[src/rtl/sort_scheduler.sv]
// Front-end job scheduler for the in-place RAM sorter: round-robin intake of per-requester
// sort jobs into a small queue, serial issue over the order interface, per-requester done pulses.
module sort_scheduler #(
   parameter int unsigned NUM_REQ    = 4,
   parameter int unsigned ADDR_WIDTH = 16,
   parameter int unsigned DATA_WIDTH = 16
) (
   input  logic                         clk,
   input  logic                         rst,
   input  logic [NUM_REQ-1:0]           req_valid,
   output logic [NUM_REQ-1:0]           req_ready,
   input  logic [NUM_REQ*ADDR_WIDTH-1:0] req_start,
   input  logic [NUM_REQ*DATA_WIDTH-1:0] req_len,
   output logic [NUM_REQ-1:0]           done_valid,
   output logic                         order_valid,
   input  logic                         order_busy,
   output logic [ADDR_WIDTH-1:0]        order_start,
   output logic [DATA_WIDTH-1:0]        order_len,
   output logic                         sched_idle
);

   localparam int unsigned IdW  = $clog2(NUM_REQ);
   localparam int unsigned CntW = IdW + 1;

   typedef logic [IdW-1:0] id_t;
   typedef enum logic [2:0] {StIdle, StIssue, StWait, StRun, StDone} state_e;

   function automatic id_t wrap_inc(input id_t p);
      return (p == id_t'(NUM_REQ - 1)) ? '0 : p + 1'b1;
   endfunction

   state_e                  state_q, state_d;
   logic [NUM_REQ-1:0]      pending_q, pending_d;
   id_t                     rr_ptr_q, rr_ptr_d;
   id_t                     cur_id_q, cur_id_d;
   logic                    order_valid_q, order_valid_d;
   logic [ADDR_WIDTH-1:0]   order_start_q, order_start_d;
   logic [DATA_WIDTH-1:0]   order_len_q, order_len_d;

   id_t                     fifo_id_q    [NUM_REQ];
   logic [ADDR_WIDTH-1:0]   fifo_start_q [NUM_REQ];
   logic [DATA_WIDTH-1:0]   fifo_len_q   [NUM_REQ];
   id_t                     wr_ptr_q, rd_ptr_q;
   logic [CntW-1:0]         count_q;
   logic                    fifo_full, fifo_empty, push, pop;

   logic [NUM_REQ-1:0]      eligible, grant;
   logic                    grant_any;
   id_t                     grant_id;

   assign fifo_full  = (count_q == CntW'(NUM_REQ));
   assign fifo_empty = (count_q == '0);

   // Round-robin search starting at rr_ptr, wrapping modulo NUM_REQ.
   always_comb begin
      logic [CntW-1:0] sum;
      id_t             idx;
      grant     = '0;
      grant_any = 1'b0;
      grant_id  = '0;
      eligible  = req_valid & ~pending_q & {NUM_REQ{~fifo_full}};
      for (int k = 0; k < int'(NUM_REQ); k++) begin
         sum = {1'b0, rr_ptr_q} + CntW'(k);
         if (sum >= CntW'(NUM_REQ)) begin
            sum = sum - CntW'(NUM_REQ);
         end
         idx = sum[IdW-1:0];
         if (!grant_any && eligible[idx]) begin
            grant_any = 1'b1;
            grant_id  = idx;
         end
      end
      grant[grant_id] = grant_any;
   end

   assign req_ready = rst ? '0 : grant;
   assign push      = grant_any;
   assign rr_ptr_d  = grant_any ? wrap_inc(grant_id) : rr_ptr_q;

   always_ff @(posedge clk) begin
      if (push) begin
         fifo_id_q[wr_ptr_q]    <= grant_id;
         fifo_start_q[wr_ptr_q] <= req_start[grant_id*ADDR_WIDTH +: ADDR_WIDTH];
         fifo_len_q[wr_ptr_q]   <= req_len[grant_id*DATA_WIDTH +: DATA_WIDTH];
      end
   end

   always_ff @(posedge clk or posedge rst) begin
      if (rst) begin
         wr_ptr_q <= '0;
         rd_ptr_q <= '0;
         count_q  <= '0;
      end else begin
         if (push) wr_ptr_q <= wrap_inc(wr_ptr_q);
         if (pop)  rd_ptr_q <= wrap_inc(rd_ptr_q);
         unique case ({push, pop})
            2'b10:   count_q <= count_q + CntW'(1);
            2'b01:   count_q <= count_q - CntW'(1);
            default: count_q <= count_q;
         endcase
      end
   end

   always_comb begin
      state_d       = state_q;
      pending_d     = pending_q;
      cur_id_d      = cur_id_q;
      order_valid_d = order_valid_q;
      order_start_d = order_start_q;
      order_len_d   = order_len_q;
      pop           = 1'b0;
      done_valid    = '0;
      if (push) pending_d[grant_id] = 1'b1;
      unique case (state_q)
         StIdle: begin
            if (!fifo_empty) begin
               pop      = 1'b1;
               cur_id_d = fifo_id_q[rd_ptr_q];
               // len >= 2 iff any bit above bit 0 is set; shorter jobs are already sorted
               if (|fifo_len_q[rd_ptr_q][DATA_WIDTH-1:1]) begin
                  order_valid_d = 1'b1;
                  order_start_d = fifo_start_q[rd_ptr_q];
                  order_len_d   = fifo_len_q[rd_ptr_q];
                  state_d       = StIssue;
               end else begin
                  state_d = StDone;
               end
            end
         end
         StIssue: begin
            if (!order_busy) begin
               order_valid_d = 1'b0;
               state_d       = StWait;
            end
         end
         StWait: begin
            if (order_busy) state_d = StRun;
         end
         StRun: begin
            if (!order_busy) state_d = StDone;
         end
         StDone: begin
            done_valid[cur_id_q] = 1'b1;
            pending_d[cur_id_q]  = 1'b0;
            state_d              = StIdle;
         end
         default: state_d = StIdle;
      endcase
   end

   always_ff @(posedge clk or posedge rst) begin
      if (rst) begin
         state_q       <= StIdle;
         pending_q     <= '0;
         rr_ptr_q      <= '0;
         cur_id_q      <= '0;
         order_valid_q <= 1'b0;
         order_start_q <= '0;
         order_len_q   <= '0;
      end else begin
         state_q       <= state_d;
         pending_q     <= pending_d;
         rr_ptr_q      <= rr_ptr_d;
         cur_id_q      <= cur_id_d;
         order_valid_q <= order_valid_d;
         order_start_q <= order_start_d;
         order_len_q   <= order_len_d;
      end
   end

   assign order_valid = order_valid_q;
   assign order_start = order_start_q;
   assign order_len   = order_len_q;
   assign sched_idle  = (state_q == StIdle) && fifo_empty;

endmodule

[config.mk]
export PLATFORM = sky130hd
export DESIGN_NAME = sort_scheduler
export DESIGN_NICKNAME = d
export VERILOG_FILES = /design/src/rtl/sort_scheduler.sv
export SDC_FILE = /design/constraint.sdc
export NUM_CORES = 1
export LEC_CHECK = 0
export CORE_ASPECT_RATIO = 2
export CORE_MARGIN = 3
export CORE_UTILIZATION = 46
export DETAILED_ROUTE_END_ITERATION = 12
export GPL_TIMING_DRIVEN = 0
export PLACE_DENSITY_LB_ADDON = 0.1
export SYNTH_ARGS = -nofsm -noshare
export SYNTH_HDL_FRONTEND = slang
export SYNTH_SLANG_ARGS = --single-unit
[constraint.sdc]
create_clock -name clk -period 2.77 [get_ports clk]
set_input_delay 0.4155 -clock clk [delete_from_list [all_inputs] [get_ports clk]]
set_output_delay 0.4155 -clock clk [all_outputs]
set_load 0.02 [all_outputs]
# [Word level (Yosys, flattened, before mapping)]
# Memory sizes are Yosys's and may differ from the RTL's. A register that Yosys moved wholly into a read port is not among the register bits.
# Index checks and enable logic that the tools add are counted.
[classes] add_sub_neg=12 magnitude_cmp=12 n_eq_ne=15 n_shift=2 mux=46 bitwise=9 reduce_logical=18
[op_table] op="64-bit by 7-bit variable part select with 16-bit output" n=2
[op_table] op="2-bit 2-to-1 mux" n=11
[op_table] op="2-bit by 3-bit < comparator with 1-bit output (second input constant)" n=6
[op_table] op="1-bit 2-to-1 mux" n=17
[op_table] op="4-bit AND" n=4
[op_table] op="4-bit 2-to-1 mux" n=4
[op_table] op="3-bit 2-to-1 mux" n=5
[op_table] op="15-bit OR reduction" n=1
[op_table] op="3-bit case mux with 4 select lines" n=1
[op_table] op="2-bit != test (second input constant)" n=5
[op_table] op="3-bit >= comparator (second input constant)" n=3
[op_table] op="1-bit binary-select mux with 2-bit select" n=4
[op_table] op="2-bit == test (second input constant)" n=4
[op_table] op="4-bit inverter" n=2
[op_table] op="4-bit AND reduction" n=2
[op_table] op="2-bit by 1-bit subtractor with 2-bit output (second input constant)" n=4
[op_table] op="2-bit by 1-bit adder with 2-bit output (second input constant)" n=3
[op_table] op="2-bit by 2-bit adder with 3-bit output (second input constant)" n=2
[op_table] op="3-bit by 2-bit == test with 1-bit output (second input constant)" n=2
[op_table] op="3-bit == test (second input constant)" n=2
[op_table] op="1-bit logical AND" n=6
[op_table] op="3-bit zero test" n=2
[op_table] op="3-bit case mux with 2 select lines" n=1
[op_table] op="1-bit demux with 2-bit select" n=2
[op_table] op="other kinds (14)" n=19
[totals] register_bits=33 ramBits=136 input_bits=135 out_inout_bits=42 wordCells=125 n_memories=3
[mem_list] name="fifo_len_q" words=4 width=16 read_ports=1 rd_clocked_by_memory_dff=0 write_ports=1 line_no="42" rtl="logic [DATA_WIDTH-1:0] fifo_len_q [NUM_REQ];"
[mem_list] name="fifo_start_q" words=4 width=16 read_ports=1 rd_clocked_by_memory_dff=1 write_ports=1 line_no="41" rtl="logic [ADDR_WIDTH-1:0] fifo_start_q [NUM_REQ];"
[mem_list] name="fifo_id_q" words=4 width=2 read_ports=1 rd_clocked_by_memory_dff=1 write_ports=1 line_no="40" rtl="id_t fifo_id_q [NUM_REQ];"

# [Logic depth before layout (Yosys ltp)]
# Gate-level depths: netlist of the first run.
[depth] depth_word=23 mapped_depth=11 ltp_nobuf=10

# [Least setup slack after synthesis of the first run]
# Ideal clock, no wire load.
[synth_timing] kind="reg2out" from="reg count_q[0]" to="out req_ready[0]" arrival_time_ns=2.402 required_ns=2.355 path_slack_ns=-0.048 path_stages_with_launch=11 n_path_buf=2 path_cell_list="dfrtp_1 > or3b_2 > and2_1 > a21oi_1 > o22ai_1 > a21oi_1 > buf_2 > buf_2 > inv_1 > ha_1 > and3_1"
[synth_via] elab_chain_len=21 elab_cells_between_ends=32 cone_classes="order compare: 2; eq/ne: 1; mux: 19; bitwise: 3; reduce/logical: 7"
[synth_rtl] element="start: declaration" line_no="44" rtl="logic [CntW-1:0] count_q;"
[synth_rtl] element="start signal: assignment" line_no="97" rtl="2'b10: count_q <= count_q + CntW'(1);"
[synth_rtl] element="start signal: assignment" line_no="98" rtl="2'b01: count_q <= count_q - CntW'(1);"
[synth_rtl] element="start signal: assignment" line_no="99" rtl="default: count_q <= count_q;"
[synth_rtl] element="3-bit == test (*)" line_no="51" rtl="assign fifo_full = (count_q == CntW'(NUM_REQ));"
[synth_rtl] element="1-bit inverter (*)" line_no="61" rtl="eligible = req_valid & ~pending_q & {NUM_REQ{~fifo_full}};"
[synth_rtl] element="4-bit AND (*)" line_no="61"
[synth_rtl] element="1-bit binary-select mux with 2-bit select" line_no="68" rtl="if (!grant_any && eligible[idx]) begin"
[synth_rtl] element="1-bit 2-to-1 mux (not written as such)" line_no="68"
[synth_rtl] element="1-bit 2-to-1 mux" line_no="68"
[synth_rtl] element="1-bit zero test" line_no="68"
[synth_rtl] element="1-bit logical AND" line_no="68"
[synth_rtl] element="[... 6 more ...]"
[synth_rtl] element="2-bit 2-to-1 mux (*)" line_no="68"
[synth_rtl] element="named net grant_id[0]" line_no="49" rtl="id_t grant_id;"
[synth_rtl] element="2-bit by 3-bit < comparator with 1-bit output (not written as such) / 2-bit by 1-bit >= comparator with 1-bit output (equally long branches)" line_no="73" rtl="grant[grant_id] = grant_any;"
[synth_rtl] element="1-bit logical AND (not written as such)" line_no="73"
[synth_rtl] element="1-bit 2-to-1 mux (not written as such)" line_no="73"
[synth_rtl] element="1-bit demux with 2-bit select (*)" line_no="73"
[synth_rtl] element="4-bit AND (no source line) (*)"
[synth_rtl] element="4-bit 2-to-1 mux (*)" line_no="76" rtl="assign req_ready = rst ? '0 : grant;"
[synth_rtl] element="end: declaration" line_no="11" rtl="output logic [NUM_REQ-1:0] req_ready,"
# The timed path passes the listed nets; every way through them passes the cells marked *. The select of a mux whose other input is x is not followed.

# [Worst setup path after layout of the first run]
# Same ends and word-level chain as after synthesis.

==> impl_metrics.yaml, run 1 <==
drt:
  route.detailed.drc: 0
  vias_per_cell: 5.44
  vias: 5055
  wl_per_cell_um: 21.1
  ant_nets: 0
  first_pass_iters: 4
  wl_um: 19600
  first_iter_violations: 181
floorplan:
  start_util_pct: 47.0
  fp.dieH_um: 197
  core_um2: 17900
  die_w_um: 102
  die-area_um2: 20000
  rows: 69
  io_pins: 177
worst_setup_path:
  crit_start: "count_q[0]"
  r2r_setup_slack_ps: 130
  critPathMaxStageDelay_ps: 460
  cp_slowest_cell: "or3b_4"
  cp-end-kind: "output port"
  worstPathArrival_ps: 2530
  path_class: "reg2out"
  cp.buffers_inverters: 4
  crit_chain: "or3b_4 > and2_4 > a21oi_2 > o22ai_2 > a21oi_2 > buf_6 > buf_12 > inv_6 > ha_4 > and3_4 > buf_6"
  cp_max_fo: 5
  crit-reg2reg-launch: "count_q[0]"
  required_ps: 2350
  r2r_cells: 10
  path_delay_family: "simple AND/OR/NAND/NOR gates"
  rr_endpoint: "fifo_len_q[1][12]"
  startpoint_type: "flop"
clock_tree:
  numClockSinks: 187
  clk_pin_slew_ps: 70
  cts-buffers-inserted: 17
  clock_latency_ps: 420
  cts-root-buf: "clkbuf_16"
  ctsHoldBuffers: 0
  cts.htree.levels: 4
  cts_tree: "yes"
  clockBufferDepth: 2
placed_design:
  dp.cells: 877
  place_hpwl_um: 14100
  io_buffers: 176
  gp_congestion: 0.730
  pre_cts_slack_ps: -1130
sta:
  slew_viol_final: 0
  fmax_mhz: 339
  post-route-period-util_pct: 106
  worstMarginPinSlew_ps: 944
  setup_ws_ps: -176
  fin_crit_ps: 2950
  setup_viol: 4
  rsz0062_at_grt: "yes"
  clock_skew_ps: 10.2
  max_slew_margin_pct: 37.0
  hold_viol: 0
global_route:
  grt_overflow_total: 0
  grt_max_degree: 41
  antenna_found_initial: 0
  grt_pass1_wl_um: 30600
  grt_util_all_layers_pct: 20.7
  grt_pass1_vias: 5794
final_layout:
  syn2layout_area_growth_pct: 37.1
  antenna_cells: 0
  drive_gt1_share_pct: 25.0
  fin_cells: 929
  finish.utilization_pct: 64.4
  fillers: 1291
  finalNetCount: 849
synthesis:
  syn_avg_cell_area_um2: 17.4
  synthCells: 483
  synth_area_um2: 8400
  synth.distinct_cells: 40
  synth_edf_count: 136
  synth_top_area_cell: "edfxtp_1"
  synth_nets: 629
  ys.flop_type: "edfxtp_1"
  ys_ff_latch: 187
  yosysTopAreaCellShare_pct: 48.6
  synth-async-reset-ratio_pct: 27.3
  yosys_warnings: 0
  ys_seq_area_share_pct: 63.8
  synthTopCellsByArea: "edfxtp_1 (49%), dfrtp_1 (15%), mux2i_1 (12%)"
run_status:
  violations: "setup timing"
  outcome: "finished with violations"
pwr:
  p_leak_uw: 0.00426
  vdd_drop_max_mv: 0.663
  p_per_area_nw_per_um2: 1160
min_path:
  hold_path.class: "in2async"
run:
  maxCapViolCount: 0
==> cells in the mapped netlist (3+ instances only) <==
| cell | number |
|---|---|
| edfxtp_1 | 136 |
| mux2i_1 | 97 |
| dfrtp_1 | 51 |
| mux4_2 | 32 |
| mux2_4 | 20 |
| nand2_1 | 14 |
| nor2_1 | 14 |
| inv_1 | 13 |
| a21oi_1 | 10 |
| ha_1 | 10 |
| mux2_2 | 8 |
| buf_4 | 7 |
| mux2_1 | 7 |
| clkbuf_1 | 6 |
| and2_1 | 5 |
| buf_2 | 5 |
| o21ai_0 | 5 |
| and3_1 | 4 |
| nor4_1 | 4 |
| nor3_1 | 3 |
| nor3b_1 | 3 |
==> kinds of logic after synthesis <==
family                   share of synthesized area, %
AND/OR/NAND/NOR                                  3.65
adder cells (fa/ha/maj)                          1.73
multiplexers                                     26.4
XOR/XNOR                                        0.417
AO/OA/AOI/OAI                                    1.25
buffers and inverters                            2.74
flip-flops                                       63.8
==> report_power, final <==
part	internal (uW)	total [uW]	switching [uW]
combinational	3120	6210	3080
clock	1380	2420	1040
sequential	4370	4770	406
==> worst reg2reg max path, stage by stage (launching register included) <==
cell and delay [ps]:
dfrtp_1 400, or3b_4 460, and2_4 170, a21oi_2 140
o22ai_2 90, a21oi_2 130, buf_6 130, buf_12 120
buf_4 110, buf_4 220, mux2i_2 430
==> how the worst max path moves through the flow <==
stage	to	slack (ps)	cells past startpoint
2_1_floorplan	req_ready[0]	40	10
5_1_grt	req_ready[0]	-290	11
3_3_place_gp	req_ready[3]	-1180	4
3_5_place_dp	req_ready[1]	-1130	10
6_report	req_ready[0]	-180	11
4_1_cts	req_ready[0]	-190	11
==> cells in the final DEF (no fill, tap or decap), drive strengths merged, types with 14 or more instances in the layout <==
| cell type | Yosys | layout |
|---|---|---|
| mux2i | 97 | 97 |
| mux2 | 35 | 35 |
| nand2 | 15 | 15 |
| inv | 13 | 17 |
| buf | 18 | 48 |
| clkbuf | 6 | 26 |
| clkdlybuf4s50 | 0 | 170 |
| mux4 | 34 | 34 |
| nor2 | 14 | 14 |
| edfxtp | 136 | 136 |
| dfrtp | 51 | 51 |
==> registers in the layout, indices dropped and copies added, names as in the netlist <==
signal / count
state_q: 3
fifo_start_q: 64
fifo_len_q: 64
rd_ptr_q: 2
order_len: 16
rr_ptr_q: 2
pending_q: 4
cur_id_q: 2
order_start: 16
wr_ptr_q: 2
order_valid: 1
count_q: 3
fifo_id_q: 8
==> through the flow <==
stage                     hold slack, ps  power, uW  setup TNS (ps)  cell area (um^2)
after CTS                            296      13300            -766             11400
after floorplan                      461       8550               0              8400
after global routing                 333      14100           -1230             11500
after global placement               459      10300         -187730             10400
final                                298      13400            -685             11500
after detailed placement             466      10600          -70620             10500
==> per-layer routing <==
metal / global-route usage [%] / up-vias / wire length (um)
li1: - / 2312 / -
met5: 0 / - / 0
met4: 6.66 / 0 / 311
met3: 4.52 / 21 / 751
met1: 21.3 / 2567 / 6890
met2: 40.0 / 155 / 11700
==> repair_timing <==
item	4_1_cts	5_1_grt
buffers inserted	14	8
pin swaps	8	6
resized for setup	61	19
gates cloned	0	0
endpoints found under the setup margin	170	151
==> layout make-up <==
type	instances	area [um^2]	area share, %
repair buffers	203	2060	17.9
multi-input cells	259	2960	25.7
well taps	213	267	2.32
clock buffers	21	493	4.28
plain buffers	22	211	1.84
inverters	13	53.8	0.467
clock inverters	11	105	0.913
flip-flops and latches	187	5360	46.6
(Power assumes the default switching activity.)
==> run 2, diff against run 1 <==
Settings changed: CORE_ASPECT_RATIO 2 to not set.
==> run 2 against run 1 <==
The run still ends with setup timing left. Wire length up 1.9%. Clock-buffer cell count rose by 4. Clock power is 4% lower. Maximum frequency down 0.23%. Sequential power hardly changed. Sequential share of layout area down 0.076 points. Critical path type unchanged. Via count increased by 0.55%.
==> impl_metrics.yaml, run 2 (synthesis gave the netlist of run 1 again) <==
run_status:
  outcome: "finished with violations"
  violations: "setup timing"
final_layout:
  finalNetCount: 850
  drive_gt1_share_pct: 24.0
  largestRegisters: "fifo_len_q: 64 flops, fifo_start_q: 64 flops"
  antenna_cells: 0
  fin_cells: 942
  final_common_cell: "clkdlybuf4s50_1"
  syn2layout_area_growth_pct: 37.3
  fillers: 1227
  final_cell_mix: "clkdlybuf4s50_1 (171), edfxtp_1 (136), mux2i_1 (89)"
sta:
  fmax_mhz: 339
  clock_skew_ps: 10.4
  setup_viol: 4
  fin_crit_ps: 2950
  rsz0062_at_grt: "yes"
  slew_viol_final: 0
  max_slew_margin_pct: 41.2
  worstMarginPinSlew_ps: 882
  whs_ps: 303
  post-route-period-util_pct: 107
  setup_tns_ps: -673
  hold_viol: 0
  setup_ws_ps: -183
global_route:
  grt_util_all_layers_pct: 20.7
  antenna_found_initial: 0
  grt_pass1_vias: 5393
  grt_pass1_wl_um: 30600
  grt_overflow_total: 0
  grt_max_degree: 42
floorplan:
  io_pins: 177
  start_util_pct: 47.7
  core_um2: 17600
  die-area_um2: 19900
  rows: 48
  die_w_um: 141
  fp.dieH_um: 141
clock_tree:
  cts.htree.levels: 4
  cts-buffers-inserted: 17
  cts_tree: "yes"
  cts-root-buf: "clkbuf_16"
  numClockSinks: 187
  clock_latency_ps: 430
  clockBufferDepth: 2
  clk_pin_slew_ps: 60
drt:
  route.detailed.drc: 0
  wl_um: 20000
  wl_per_cell_um: 21.2
  vias: 5083
  first_iter_violations: 201
  vias_per_cell: 5.40
  ant_nets: 0
  first_pass_iters: 4
placed_design:
  io_buffers: 176
  place_hpwl_um: 13500
  pre_cts_slack_ps: -1140
  dp.cells: 889
  gp_congestion: 0.768
worst_setup_path:
  startpoint_type: "flop"
  cp-end-kind: "output port"
  required_ps: 2350
  path_class: "reg2out"
  cp_max_fo: 6
  worstPathArrival_ps: 2540
pwr:
  power_uw: 13500
  p_leak_uw: 0.00422
  p_per_area_nw_per_um2: 1170
  vdd_drop_max_mv: 0.548
min_path:
  hold_path.class: "in2async"
run:
  maxCapViolCount: 0
==> run 2: path summary, 6_finish.rpt <==
kind / startpoint / end / slack, ps / depth (start not counted)
max: count_q[2] / req_ready[0] / -180 / 11
min: rst / order_len[8] / 300 / 2
max reg2reg: rd_ptr_q[0] / order_start[2] / 70 / 8
min reg2reg: order_len[3] / order_len[3] / 470 / 2
max in group asynchronous: rst / rd_ptr_q[1] / 1890 / 3
min in group clk: order_len[3] / order_len[3] / 470 / 2
==> run 2: timing repair <==
action | in CTS | in global routing
pin swaps | 8 | 5
resized for setup | 62 | 25
hold buffers | 0 | 0
endpoints found under the setup margin | 173 | 218
hold endpoints to repair | 0 | 0
buffers inserted | 18 | 5
==> run 2: where the power goes <==
group	switching (uW)	internal, uW	leakage (uW)	total [uW]
clock network	956	1370	0.000269	2330
logic	3210	3170	0.00212	6380
registers	405	4370	0.00183	4770
total	4570	8910	0.00422	13500
==> run 2: layout make-up <==
| type | instances | area, um^2 | share of cell area (%) |
|---|---|---|---|
| inverter | 13 | 56.3 | 0.488 |
| multi-input combinational | 259 | 2980 | 25.8 |
| clock inverter | 7 | 92.6 | 0.803 |
| clock buffer | 25 | 475 | 4.12 |
| tap | 225 | 282 | 2.44 |
| buffer | 23 | 255 | 2.21 |
| sequential | 187 | 5360 | 46.5 |
| timing repair buffer | 203 | 2030 | 17.6 |
==> run 2: routing by layer <==
metal	part of all wire (%)	GRT usage [%]	vias to the layer above
met5	0	0	-
met2	51	35.2	163
met1	42	26.7	2581
met3	4.6	4.41	25
li1	-	-	2314
met4	2.2	6.63	0
==> run 2: worst max-delay path, cell delays in order, from the launching register on <==
cell	delay, ps
dfrtp_1	390
or3b_4	450
and2_4	170
a21oi_2	120
o22ai_2	100
a21oi_2	130
buf_6	150
buf_12	140
inv_8	40
ha_4	150
and3_4	160
buf_6	120
==> run 2: through the flow <==
stage / area, um^2 / utilization, %
after floorplan: 8400 / -
after global routing: 11500 / 65.5
after detailed placement: 10500 / 59.9
after CTS: 11400 / 64.8
final: 11500 / 65.5
after global placement: 10400 / 59.3
==> run 3, diff against run 2 <==
Settings changed: GPL_ROUTABILITY_DRIVEN set to 0.
==> results of run 3 <==
No change in the layout: final DEF, timing and power equal those of run 2.
